$ cat src/rtl/addsub_pkg.sv
// Shared types and widths for the add/subtract operand loader.
package addsub_pkg;

    localparam int unsigned OPND_W   = 2;
    localparam int unsigned RESULT_W = 3;

    typedef enum logic [2:0] {
        LOAD_A    = 3'd0,
        LOAD_B    = 3'd1,
        LOAD_MODE = 3'd2,
        EXEC      = 3'd3,
        HOLD      = 3'd4
    } state_t;

endpackage

$ cat src/rtl/addsub_loader_btn_debounce.sv
// Push-button conditioner: two-flop synchronizer, stability counter and
// rising-edge detector producing one press pulse per debounced assertion.
module btn_debounce #(
    parameter int unsigned DB_CYCLES = 1000000
) (
    input  logic clk,
    input  logic reset,
    input  logic btn,
    output logic press
);

    localparam int unsigned         CNT_W    = $clog2(DB_CYCLES + 1);
    localparam logic [CNT_W-1:0]    CNT_LAST = CNT_W'(DB_CYCLES - 1);

    logic             sync1_q;
    logic             sync2_q;
    logic             level_q;
    logic             level_dly_q;
    logic [CNT_W-1:0] cnt_q;

    // The level only follows sync2 after DB_CYCLES consecutive mismatching cycles.
    always_ff @(posedge clk) begin
        if (reset) begin
            sync1_q     <= 1'b0;
            sync2_q     <= 1'b0;
            level_q     <= 1'b0;
            level_dly_q <= 1'b0;
            cnt_q       <= '0;
        end else begin
            sync1_q     <= btn;
            sync2_q     <= sync1_q;
            level_dly_q <= level_q;
            if (sync2_q != level_q) begin
                if (cnt_q == CNT_LAST) begin
                    level_q <= sync2_q;
                    cnt_q   <= '0;
                end else begin
                    cnt_q <= cnt_q + CNT_W'(1);
                end
            end else begin
                cnt_q <= '0;
            end
        end
    end

    // Both terms are flops, so the pulse is glitch-free.
    assign press = level_q & ~level_dly_q;

endmodule

$ cat src/rtl/addsub_loader.sv
// Loads A, B and mode from switches on successive button presses, strobes the
// addsub stage for one cycle, and holds the returned {carry/borrow, sum}.
module addsub_loader
    import addsub_pkg::*;
#(
    parameter int unsigned DB_CYCLES = 1000000
) (
    input  logic                clk,
    input  logic                reset,
    input  logic                btn,
    input  logic [OPND_W-1:0]   sw,
    input  logic                mode_sw,
    input  logic [OPND_W-1:0]   sum_in,
    input  logic                cbout_in,
    output logic [OPND_W-1:0]   a,
    output logic [OPND_W-1:0]   b,
    output logic                mode,
    output logic                start,
    output logic [RESULT_W-1:0] result,
    output logic                result_valid,
    output logic [2:0]          state
);

    logic                press;
    state_t              state_q;
    logic [OPND_W-1:0]   a_q;
    logic [OPND_W-1:0]   b_q;
    logic                mode_q;
    logic                start_q;
    logic [RESULT_W-1:0] result_q;
    logic                result_valid_q;

    btn_debounce #(
        .DB_CYCLES (DB_CYCLES)
    ) u_debounce (
        .clk   (clk),
        .reset (reset),
        .btn   (btn),
        .press (press)
    );

    // start_q is set on the entry edge into EXEC, so it is high exactly while in EXEC.
    always_ff @(posedge clk) begin
        if (reset) begin
            state_q        <= LOAD_A;
            a_q            <= '0;
            b_q            <= '0;
            mode_q         <= 1'b0;
            start_q        <= 1'b0;
            result_q       <= '0;
            result_valid_q <= 1'b0;
        end else begin
            start_q <= 1'b0;
            case (state_q)
                LOAD_A: begin
                    if (press) begin
                        a_q     <= sw;
                        state_q <= LOAD_B;
                    end
                end
                LOAD_B: begin
                    if (press) begin
                        b_q     <= sw;
                        state_q <= LOAD_MODE;
                    end
                end
                LOAD_MODE: begin
                    if (press) begin
                        mode_q  <= mode_sw;
                        start_q <= 1'b1;
                        state_q <= EXEC;
                    end
                end
                EXEC: begin
                    result_q       <= {cbout_in, sum_in};
                    result_valid_q <= 1'b1;
                    state_q        <= HOLD;
                end
                HOLD: begin
                    if (press) begin
                        result_valid_q <= 1'b0;
                        state_q        <= LOAD_A;
                    end
                end
                default: state_q <= LOAD_A;
            endcase
        end
    end

    assign a            = a_q;
    assign b            = b_q;
    assign mode         = mode_q;
    assign start        = start_q;
    assign result       = result_q;
    assign result_valid = result_valid_q;
    assign state        = 3'(state_q);

endmodule

$ cat config.mk
export PLATFORM = sky130hd
export DESIGN_NAME = addsub_loader
export DESIGN_NICKNAME = d
export VERILOG_FILES = /design/src/rtl/addsub_pkg.sv /design/src/rtl/addsub_loader_btn_debounce.sv /design/src/rtl/addsub_loader.sv
export SDC_FILE = /design/constraint.sdc
export NUM_CORES = 1
export LEC_CHECK = 0
export ABC_CLOCK_PERIOD_IN_PS = 5830
export CORE_MARGIN = 3
export CORE_UTILIZATION = 40
export DETAILED_ROUTE_END_ITERATION = 10
export SYNTH_ARGS = -nofsm -noshare
export SYNTH_HDL_FRONTEND = slang
export SYNTH_SLANG_ARGS = --single-unit
$ cat constraint.sdc
create_clock -name clk -period 5.83 [get_ports clk]
set_input_delay 0.583 -clock clk [delete_from_list [all_inputs] [get_ports clk]]
set_output_delay 0.583 -clock clk [all_outputs]
set_load 0.005 [all_outputs]
## Word-level counts from Yosys, hierarchy flattened

Cells that the tools add are included.

| word-level totals | value |
|---|---|
| bits in registers | 37 |
| bits in latches | 0 |
| bits in writable memories | 0 |
| ROM bits | 0 |
| input bits | 9 |
| output and inout port bits | 13 |
| logic and storage cells | 45 |
| memories kept | 0 |

| operators by class | value |
|---|---|
| add/subtract/negate cells | 1 |
| multiply operators | 0 |
| divide/modulo/power cells | 0 |
| magnitude comparators | 0 |
| equality and inequality tests | 10 |
| shifts and indexed selects | 0 |
| mux-type cells | 8 |
| bitwise logic cells | 4 |
| reductions and logical operators | 10 |

Operators with widths:

| operator | number |
|---|---|
| $add A20 B1 Y20 const B | 1 |
| $eq A20 B20 Y1 const B | 1 |
| $pmux W3 S5 | 1 |
| $mux W3 | 4 |
| $reduce_and A2 Y1 | 5 |
| $ne A2 B2 Y1 const B | 4 |
| $eq A3 B2 Y1 const B | 2 |
| $reduce_and A4 Y1 | 1 |
| $eq A3 B1 Y1 const B | 1 |
| $eq A3 B3 Y1 const B | 1 |
| $logic_not A3 Y1 | 1 |
| $not A1 Y1 | 3 |
| $reduce_or A3 Y1 | 1 |
| $mux W1 | 2 |
| $pmux W1 S2 | 1 |
| $reduce_bool A2 Y1 | 1 |
| $reduce_or A2 Y1 | 1 |
| $and A1 B1 Y1 | 1 |
| $ne A1 B1 Y1 | 1 |

## Longest topological paths before layout

Gate-level depths: netlist (run 1).

| logic depth | value |
|---|---|
| depth in word-level cells | 4 |
| mapped depth | 6 |
| mapped depth without buffers | 5 |

## Modules after synthesis

Synthesis (run 1) repeated with hierarchy kept, for this count alone.

| unflattened totals | value |
|---|---|
| cells, all modules | 172 |
| area, all modules | 1672.9 um^2 |

By module, submodules not included:

| module | times used | cells each | area an instance (um^2) | seq. area each (um^2) |
|---|---|---|---|---|
| btn_debounce | 1 | 116 | 1051.0 | 480.5 |
| addsub_loader | 1 | 56 | 621.8 | 260.2 |

## Worst setup path before layout (run 1)

No wires, ideal clock.

| timing path | value |
|---|---|
| path kind | reg-to-reg |
| from | register u_debounce.cnt_q[7] |
| to | register u_debounce.cnt_q[10] |
| library setup time | 0.117 ns |
| arrival time | 1.794 ns |
| data required time | 5.713 ns |
| slack | 3.919 ns |
| stages on the path, launching flop included | 6 |
| path buffers | 1 |
| period minus slack after synthesis | 1.911 ns |
| cell sequence | dfxtp_1 or4b_2 or4_1 o21ai_1 buf_2 nor2_1 |

| on the way | value |
|---|---|
| word-level cells in the longest chain between the ends | 2 |
| elaborated cells on any way between the ends | 3 |
| classes of those cells | add/sub (1); eq/ne (1); reduce/logical (1) |

RTL lines:

| what | RTL line | RTL |
|---|---|---|
| start: declaration | addsub_loader_btn_debounce.sv:19 | `logic [CNT_W-1:0] cnt_q;` |
| start signal: assignment | addsub_loader_btn_debounce.sv:38 | `cnt_q <= cnt_q + CNT_W'(1);` |
| parallel branches: the longest is 2 deep, another holds $add A20 B1 Y20 | - |  |

Several ways; the timed one is not identified.
A chain may end at the register's enable or synchronous reset.

## Final worst setup path (run 1)

| timing path | value |
|---|---|
| from | register u_debounce.cnt_q[7] |
| to | register u_debounce.cnt_q[7] |

Same word-level chain as after synthesis.

==> results of run 1 <==
## Yosys cell counts
| cell | number |
|---|---|
| nor3_1 | 4 |
| nand3_2 | 1 |
| nor2_1 | 22 |
| nand3b_1 | 2 |
| a211oi_1 | 2 |
| o41ai_1 | 1 |
| xor2_1 | 4 |
| nand3_1 | 10 |
| nand2b_1 | 3 |
| or4_1 | 6 |
| or4b_2 | 1 |
| ha_1 | 1 |
| mux2i_1 | 8 |
| buf_4 | 1 |
| buf_2 | 2 |
| nor4_1 | 3 |
| inv_1 | 5 |
| nor2b_1 | 4 |
| or4b_4 | 1 |
| dfxtp_1 | 37 |
| nand2_1 | 6 |
| nand4_1 | 2 |
| or4_4 | 1 |
| xnor2_1 | 6 |
| nor4b_1 | 1 |
| and2_1 | 1 |
| a21oi_1 | 10 |
| o21ai_0 | 7 |
| clkbuf_1 | 6 |
| or3_2 | 1 |
| a21oi_2 | 2 |
| o31ai_1 | 4 |
| and3_1 | 1 |
| or3_1 | 3 |
| o21ai_1 | 1 |
| and3_2 | 1 |
## registers in the layout, summed over array words and instances (netlist names), 2 cells and up
signal and cells:
state 3, u_debounce.cnt_q 20, a 2, result 3, b 2
## path summary, 6_finish.rpt
path                             from                   to  slack, ps  depth (start not counted)
hold reg to reg    u_debounce.sync1_q   u_debounce.sync2_q        460                          1
hold / removal     u_debounce.sync1_q   u_debounce.sync2_q        460                          1
setup / recovery  u_debounce.cnt_q[7]  u_debounce.cnt_q[7]       3260                          5
setup reg to reg  u_debounce.cnt_q[7]  u_debounce.cnt_q[7]       3260                          5
## per-stage QoR
step	utilization	area [um2]	instances	hold WS (ps)	power [W]
6_report	0.518	1910	240	457	0.000493
5_1_grt	0.518	1910	240	478	0.000513
4_1_cts	0.518	1910	240	459	0.000502
3_5_place_dp	0.485	1790	232	439	0.000270
3_3_place_gp	0.485	1790	232	431	0.000270
2_1_floorplan	-	1550	171	414	0.000264
## area by class of cell
class                   count  area, um2
repair buffers             22        218
inverters                   5       18.8
clock buffers               6       82.6
flip-flops and latches     37        741
fillers                   352       1780
multi-input cells         120        752
well taps                  48       60.1
clock inverters             2       37.5
## metal layers
metal / part of all wire / vias to the layer above / wire length, um / track usage
met1: 0.50 / 596 / 1500 / 0.194
met4: 0.0083 / 0 / 25 / 0.0571
met5: 0 / - / 0 / 0
met3: 0.035 / 5 / 104 / 0.0542
li1: - / 646 / - / -
met2: 0.46 / 16 / 1380 / 0.208
## kinds of logic (layout without fill, tap and decap cells)
kind of cell	after synthesis	count (layout)	synth area share
AO/OA/AOI/OAI	27	27	0.104
adder cells (fa/ha/maj)	1	1	0.00806
multiplexers	8	8	0.0516
AND/OR/NAND/NOR	74	74	0.265
buffers and inverters	14	35	0.0379
XOR/XNOR	10	10	0.0564
flip-flops	37	37	0.477
## power groups by stage
stage | Combinational [W] | Clock, W | Sequential (W)
2_1_floorplan | 0.00000399 | 0 | 0.000260
3_3_place_gp | 0.00000982 | 0 | 0.000260
3_5_place_dp | 0.0000102 | 0 | 0.000260
4_1_cts | 0.0000103 | 0.000238 | 0.000254
5_1_grt | 0.0000110 | 0.000248 | 0.000254
6_report | 0.0000103 | 0.000228 | 0.000254
==> results.cfg, run 1 <==
[outcome]
status = completed

[cts]
cts-root-buf = clkbuf_8
post_cts_buffers = 0
path_clk_slew_ps = 70
ctsHoldBuffers = 0
cts.repair.resized = 0
cts_max_path_buffers = 2
cts_max_level = 2
cts_tree = yes
clkLatencyLatePin_ps = 280
clock-sinks = 37
cts_buffers = 5

[logic_synthesis]
yosysWarningCount = 0
syn-num-nets = 181
synth_top_area_frac = 0.477
yosys-top-cells-area = dfxtp_1 (48%), nor2_1 (5.3%), mux2i_1 (5.2%)
synthCells = 171
syn-cell-area_um2 = 1550
seq_area_frac_synth = 0.477
syn_area_per_cell_um2 = 9.07
synth-seq-cells = 37
yosysTopAreaCell = dfxtp_1
synth.distinct_cells = 36

[cells_and_area]
final_common_cell = dfxtp_1
antenna_cells = 0
nNetsFinal = 201
drive_gt1_frac = 0.0885
final_cell_mix = dfxtp_1 (37), nor2_1 (22), clkdlybuf4s50_1 (21)
synthToLayoutAreaGrowth_pct = 23.1

[detailed_routing]
routed_via_density = 5.26
drt_iter0_drc = 69
route.detailed.drc = 0
wire_per_inst_um = 12.6
drt-pass1-iter-count = 4
vias = 1263
routed_wl_um = 3010
antenna_left = 0

[place]
place_hpwl_um = 2140
numPortBuffers = 21
gp_congestion = 0.785
pre_cts_ws_ps = 3260

[floorplanning]
die_h_um = 68.3
rows = 22
core-area_um2 = 3690
io_pins = 22
die_area_um2 = 4660
die_w_um = 68.3
start_util = 0.421

[grt]
grt.total_usage = 0.145
grt_max_degree = 19
grt_pass1_wl_um = 5040
first_global_vias = 1163
grt_overflow = 0
antenna_found_initial = 0

[setup_path]
crit_chain = or4b_2, or4_1, o21ai_1, buf_4, nor2_1
slowest_stage = or4b_2
required_ps = 6010
cp-end-kind = register
start_kind = register
cp_num_buf_inv = 1
cp_slowest_stage_delay_ps = 660
crit_type = reg -> reg
critical_path_arrival_ps = 2750
critical-path-top-delay-family = simple AND/OR/NAND/NOR gates
path_max_fanout = 11

[job]
maxCapViolCount = 0

[power]
p_leak_nw = 0.601
pwr-share-seq = 0.515
p_int_w = 0.000398
power_switching_w = 0.0000944
vdd_drop_max_v = 0.000135
clkPwrFrac = 0.464
swShare = 0.192
cellPowerDensity_nw_per_um2 = 258
pwr-share-comb = 0.021

[hold_path]
min_path_type = reg -> reg

[sta]
finalMaxSlewViolations = 0
grt_setup_unrepaired = no
finalSetupViolations = 0
setup_ws_ps = 3260
max_freq_mhz = 389
period_share = 0.441
tns_ps = 0
fin_skew_ps = 3.84
worstMarginPinSlew_ps = 775
period_minus_slack_ps = 2570
hold_violations = 0
slew_headroom = 0.480
Note: power is estimated with default switching activity, not from simulation.
==> run 2: changes to the inputs <==
--- a/config.mk
+++ b/config.mk
@@ -5,7 +5,7 @@
 export SDC_FILE = /design/constraint.sdc
 export NUM_CORES = 1
 export LEC_CHECK = 0
-export ABC_CLOCK_PERIOD_IN_PS = 5830
+export ABC_CLOCK_PERIOD_IN_PS = 2200
 export CORE_MARGIN = 3
 export CORE_UTILIZATION = 40
 export DETAILED_ROUTE_END_ITERATION = 10
==> constraint.sdc (replaced) <==
create_clock -name clk -period 2.2 [get_ports clk]
set_input_delay 0.22 -clock clk [delete_from_list [all_inputs] [get_ports clk]]
set_output_delay 0.22 -clock clk [all_outputs]
set_load 0.005 [all_outputs]
==> run 2 against run 1 <==
Compared with the run above: die area did not move; sequential power rose to 2.6 times the previous value; critical path depth fell by 1; non-clock buffer count rose by 2; sequential cell count did not move; worst setup slack got worse by 3100 ps; via count fell by 0.87%; critical endpoint is now u_debounce.cnt_q[17]; largest power group unchanged.
==> results.cfg, run 2 (same netlist as run 1, synthesis figures left out) <==
[job]
maxCapViolCount = 0

[detailed_routing]
drt-pass1-iter-count = 4
routed_via_density = 5.17
route.detailed.drc = 0
wire_per_inst_um = 12.0
wl_met1_um = 1380
drt_iter0_drc = 44
vias = 1252
top_layer = met4
routed_wl_um = 2900
wl_met2_um = 1340
antenna_left = 0
wl_met3_um = 132

[cts]
cts.repair.resized = 0
path_clk_slew_ps = 70
cts_tree = yes
cts_buffers = 5
cts_max_level = 2
clkLatencyLatePin_ps = 280
cts-root-buf = clkbuf_8
cts_max_path_buffers = 2
post_cts_buffers = 0
clock-sinks = 37
ctsHoldBuffers = 0

[sta]
period_minus_slack_ps = 2040
period_share = 0.926
finalMaxSlewViolations = 0
worstMarginPinSlew_ps = 556
finalSetupViolations = 0
grt_setup_unrepaired = no
hold_violations = 0
max_freq_mhz = 491
tns_ps = 0
fin_skew_ps = 4.79
slew_headroom = 0.624

[floorplanning]
io_pins = 22
die_w_um = 68.3
die_area_um2 = 4660
die_h_um = 68.3
start_util = 0.421
rows = 22
core-area_um2 = 3690

[hold_path]
min_path_type = reg -> reg

[setup_path]
critical_path_arrival_ps = 2260
required_ps = 2420
crit_type = reg -> reg
path_max_fanout = 9
start_kind = register
cp-end-kind = register
crit_chain = nand3_2, or4_1, or4b_4, a21oi_2
slowest_stage = or4_1
cp_slowest_stage_delay_ps = 710

[power]
p_total_w = 0.00121
pwr-share-seq = 0.558
clkPwrFrac = 0.418
cellPowerDensity_nw_per_um2 = 633
pwr-share-comb = 0.024
p_leak_nw = 0.607
p_int_w = 0.000972
swShare = 0.195
vdd_drop_max_v = 0.000449
power_switching_w = 0.000235

[cells_and_area]
top_register = u_debounce.cnt_q
multi_input_area_um2 = 752
fillers = 355
nNetsFinal = 203
fin_area_um2 = 1910
synthToLayoutAreaGrowth_pct = 22.8
largest_reg_flops = 20
instances_no_fill = 242
drive_gt1_frac = 0.0979
ff_latch_area_um2 = 741
final_common_cell = dfxtp_1
antenna_cells = 0
final_cell_mix = dfxtp_1 (37), nor2_1 (22), clkdlybuf4s50_1 (21)
fin_util = 0.517

[grt]
grt_max_degree = 16
grt_overflow = 0
first_global_vias = 1139
antenna_found_initial = 0
grt.total_usage = 0.142
grt_pass1_wl_um = 4890

[place]
dp_cells = 234
place_hpwl_um = 2150
numPortBuffers = 21
gp_congestion = 0.744
place_area_um2 = 1800

[outcome]
status = completed
[run 2: changes by cell type in the layout (fill, tap and decap cells not counted), sizes merged]
cell,delta
buf,+2
bufinv,-1
clkbuf,+1
clkinv,+1
clkinvlp,-1
[run 2: stage by stage]
stage                     hold slack (ps)  worst slack (ps)
after floorplan                       348               289
after global placement                438               185
after detailed placement              453               166
after CTS                             468               150
after global routing                  472              3.29
final                                 464               163
[run 2: worst paths after layout]
| check | start | endpoint | slack [ps] | cells past startpoint |
|---|---|---|---|---|
| max | u_debounce.cnt_q[2] | u_debounce.cnt_q[17] | 160 | 4 |
| min | u_debounce.sync1_q | u_debounce.sync2_q | 460 | 1 |
| max reg2reg | u_debounce.cnt_q[2] | u_debounce.cnt_q[17] | 160 | 4 |
| min reg2reg | u_debounce.sync1_q | u_debounce.sync2_q | 460 | 1 |
[run 2: power groups by stage]
stage | combinational [W] | sequential (W) | clock (W)
global route | 0.0000313 | 0.000673 | 0.000555
finish | 0.0000288 | 0.000673 | 0.000504
floorplan | 0.0000106 | 0.000688 | 0
global placement | 0.0000285 | 0.000688 | 0
CTS | 0.0000293 | 0.000673 | 0.000524
detailed placement | 0.0000290 | 0.000689 | 0
[run 2: layout make-up]
class	count	area share
Clock buffer	7	0.0506
Clock inverter	1	0.00263
Inverter	5	0.00985
Multi-Input combinational cell	120	0.395
Sequential cell	37	0.389
Tap cell	48	0.0315
Timing Repair Buffer	24	0.122
[run 2: worst max-delay path: cells and delay by family (launching register included)]
kind / cells / cell delay (ps)
and+or+nand+nor: 3 / 1430
DFF: 1 / 410
AOI/OAI and AO/OA: 1 / 140
[run 2: layer usage]
layer  GRT usage  vias up
met5           0        -
met4      0.0596        0
met3      0.0542        6
met2       0.214       22
met1       0.180      574
li1            -      650
==> run 3: changes to the inputs <==
--- a/config.mk
+++ b/config.mk
@@ -5,6 +5,7 @@
 export SDC_FILE = /design/constraint.sdc
 export NUM_CORES = 1
 export LEC_CHECK = 0
+export ABC_AREA = 1
 export ABC_CLOCK_PERIOD_IN_PS = 2200
 export CORE_MARGIN = 3
 export CORE_UTILIZATION = 40
==> run 3 against run 2 <==
Compared with the run above: clock skew hardly changed; sequential cell count stayed put; total power is 5.7% lower; non-clock buffer count is 2 lower; synthesized cell count is 37% higher; via count is 20% higher; wire length is 15% higher; register-to-register slack better by 560 ps; sequential share of layout area is 2.4 points lower; core utilization is 1.6 points lower; critical path depth is 3 lower; combinational power is 6% higher.
==> results.cfg, run 3 <==
[outcome]
status = completed

[job]
maxCapViolCount = 0

[cells_and_area]
synthToLayoutAreaGrowth_pct = 19.8
drive_gt1_frac = 0.0766
final_cell_mix = nor2_1 (59), nand2_1 (46), dfxtp_1 (37)
antenna_cells = 0
largest_reg_flops = 20
nNetsFinal = 272
top_register = u_debounce.cnt_q
final_common_cell = nor2_1

[logic_synthesis]
synthCells = 235
syn-cell-area_um2 = 1700
synthFlopType = dfxtp_1
syn-num-nets = 245
synth-seq-cells = 37
yosysTopAreaCell = dfxtp_1
async_flop_share = 0
synth_edf_count = 0
yosysWarningCount = 0
seq_area_frac_synth = 0.437
syn_area_per_cell_um2 = 7.22
yosys-top-cells-area = dfxtp_1 (44%), nor2_1 (13%), nand2_1 (10%)
synth_top_area_frac = 0.437
synth_most_common_cell = nor2_1
synth.distinct_cells = 25
ys_top_cells_by_count = nor2_1 (59), nand2_1 (46), dfxtp_1 (37)

[sta]
finalMaxSlewViolations = 0
period_minus_slack_ps = 1470
slew_headroom = 0.789
finalSetupViolations = 0
worstMarginPinSlew_ps = 315
hold_violations = 0
tns_ps = 0
period_share = 0.669
max_freq_mhz = 679
grt_setup_unrepaired = no
fin_skew_ps = 4.30
setup_ws_ps = 727

[cts]
cts_max_path_buffers = 2
cts_tree = yes
ctsHoldBuffers = 0
cts_buffers = 5
cts-root-buf = clkbuf_8
clkLatencyLatePin_ps = 290
post_cts_buffers = 0
path_clk_slew_ps = 70
clock-sinks = 37
cts_max_level = 2
cts.repair.resized = 0

[power]
vdd_drop_max_v = 0.000401
p_leak_nw = 0.638
cellPowerDensity_nw_per_um2 = 560

[setup_path]
r2r_start = u_debounce.cnt_q[0]
cp-end-kind = primary output
path_depth = 1
crit_type = reg -> out
cp_num_buf_inv = 1
slowest_stage = clkdlybuf4s50_1
path_max_fanout = 7
cp_slowest_stage_delay_ps = 540
critical_path_arrival_ps = 1250
rrSetupSlack_ps = 730
required_ps = 1980
reg2reg_to = u_debounce.cnt_q[11]
cp-endpoint = state[1]
cp-startpoint = state[1]
crit_chain = clkdlybuf4s50_1
start_kind = register
critical-path-top-delay-family = buffers and inverters
reg2reg_depth = 6

[place]
place_hpwl_um = 2490
numPortBuffers = 21
pre_cts_ws_ps = 681
gp_congestion = 0.886

[detailed_routing]
routed_wl_um = 3330
wire_per_inst_um = 10.7
route.detailed.drc = 0
drt_iter0_drc = 111
drt-pass1-iter-count = 4
vias = 1501
antenna_left = 0
routed_via_density = 4.83

[floorplanning]
die_w_um = 71.1
start_util = 0.418
rows = 23
die_h_um = 71.1
io_pins = 22
die_area_um2 = 5060
core-area_um2 = 4060

[hold_path]
hold_depth = 2
min_path_type = reg -> reg

[grt]
first_global_vias = 1394
grt_pass1_wl_um = 6020
grt.total_usage = 0.147
antenna_found_initial = 0
grt_max_degree = 20
grt_overflow = 0
run 3: changes by cell type after synthesis, moves of 4 or more:
cell,change
nor2_1,+37
or4_1,-6
nor2_4,+4
nor2b_1,-4
inv_1,+18
nand2_1,+40
nand4_1,+4
clkbuf_1,-6
nor3_1,-4
o31ai_1,-4
mux2i_1,-8
run 3: cell type report:
class	count	area, um2
sequential	37	741
timing repair buffer	22	218
clock inverter	1	5.00
multi-input combinational	172	846
tap	50	62.6
fill	401	2030
inverter	24	91.3
clock buffer	5	68.8
run 3: how the worst min path moves through the flow:
| stage | slack [ps] | startpoint | end |
|---|---|---|---|
| after floorplan | 330 | btn | u_debounce.sync1_q |
| after global placement | 390 | u_debounce.sync1_q | u_debounce.sync2_q |
| after detailed placement | 400 | u_debounce.sync1_q | u_debounce.sync2_q |
| after CTS | 410 | u_debounce.sync1_q | u_debounce.sync2_q |
| after global routing | 460 | u_debounce.sync1_q | u_debounce.sync2_q |
| final | 400 | u_debounce.sync1_q | u_debounce.sync2_q |
run 3: where the power goes:
group	switching, W	internal [W]	leakage [nW]
Combinational	0.0000134	0.0000171	0.300
Sequential	0.00000158	0.000672	0.298
Clock	0.000226	0.000208	0.0399
Total	0.000241	0.000897	0.638
run 3: logic make-up (layout without fill, tap and decap cells):
group           Yosys count  count (layout)  share of synthesized area
compound gates           26              26                     0.0833
flops                    37              37                      0.437
xor+xnor                  8               8                     0.0413
simple gates            137             137                      0.367
fa+ha+maj                 1               1                    0.00737
buf+inv                  26              52                     0.0649
run 3: routing by layer:
| layer | track usage | up-vias | part of all wire |
|---|---|---|---|
| li1 | - | 792 | - |
| met1 | 0.212 | 663 | 0.51 |
| met2 | 0.209 | 40 | 0.41 |
| met3 | 0.0483 | 6 | 0.069 |
| met4 | 0.0438 | 0 | 0.013 |
| met5 | 0 | - | 0 |
run 3: per-stage QoR:
step                      utilization  cell area, um2  hold WS (ps)  std cells  total power, W
after floorplan                     -            1700           327        235        0.000702
after global placement          0.483            1960           393        305        0.000719
after detailed placement        0.483            1960           396        305        0.000720
after CTS                       0.501            2030           407        311         0.00116
after global routing            0.501            2030           455        311         0.00118
final                           0.501            2030           403        311         0.00114
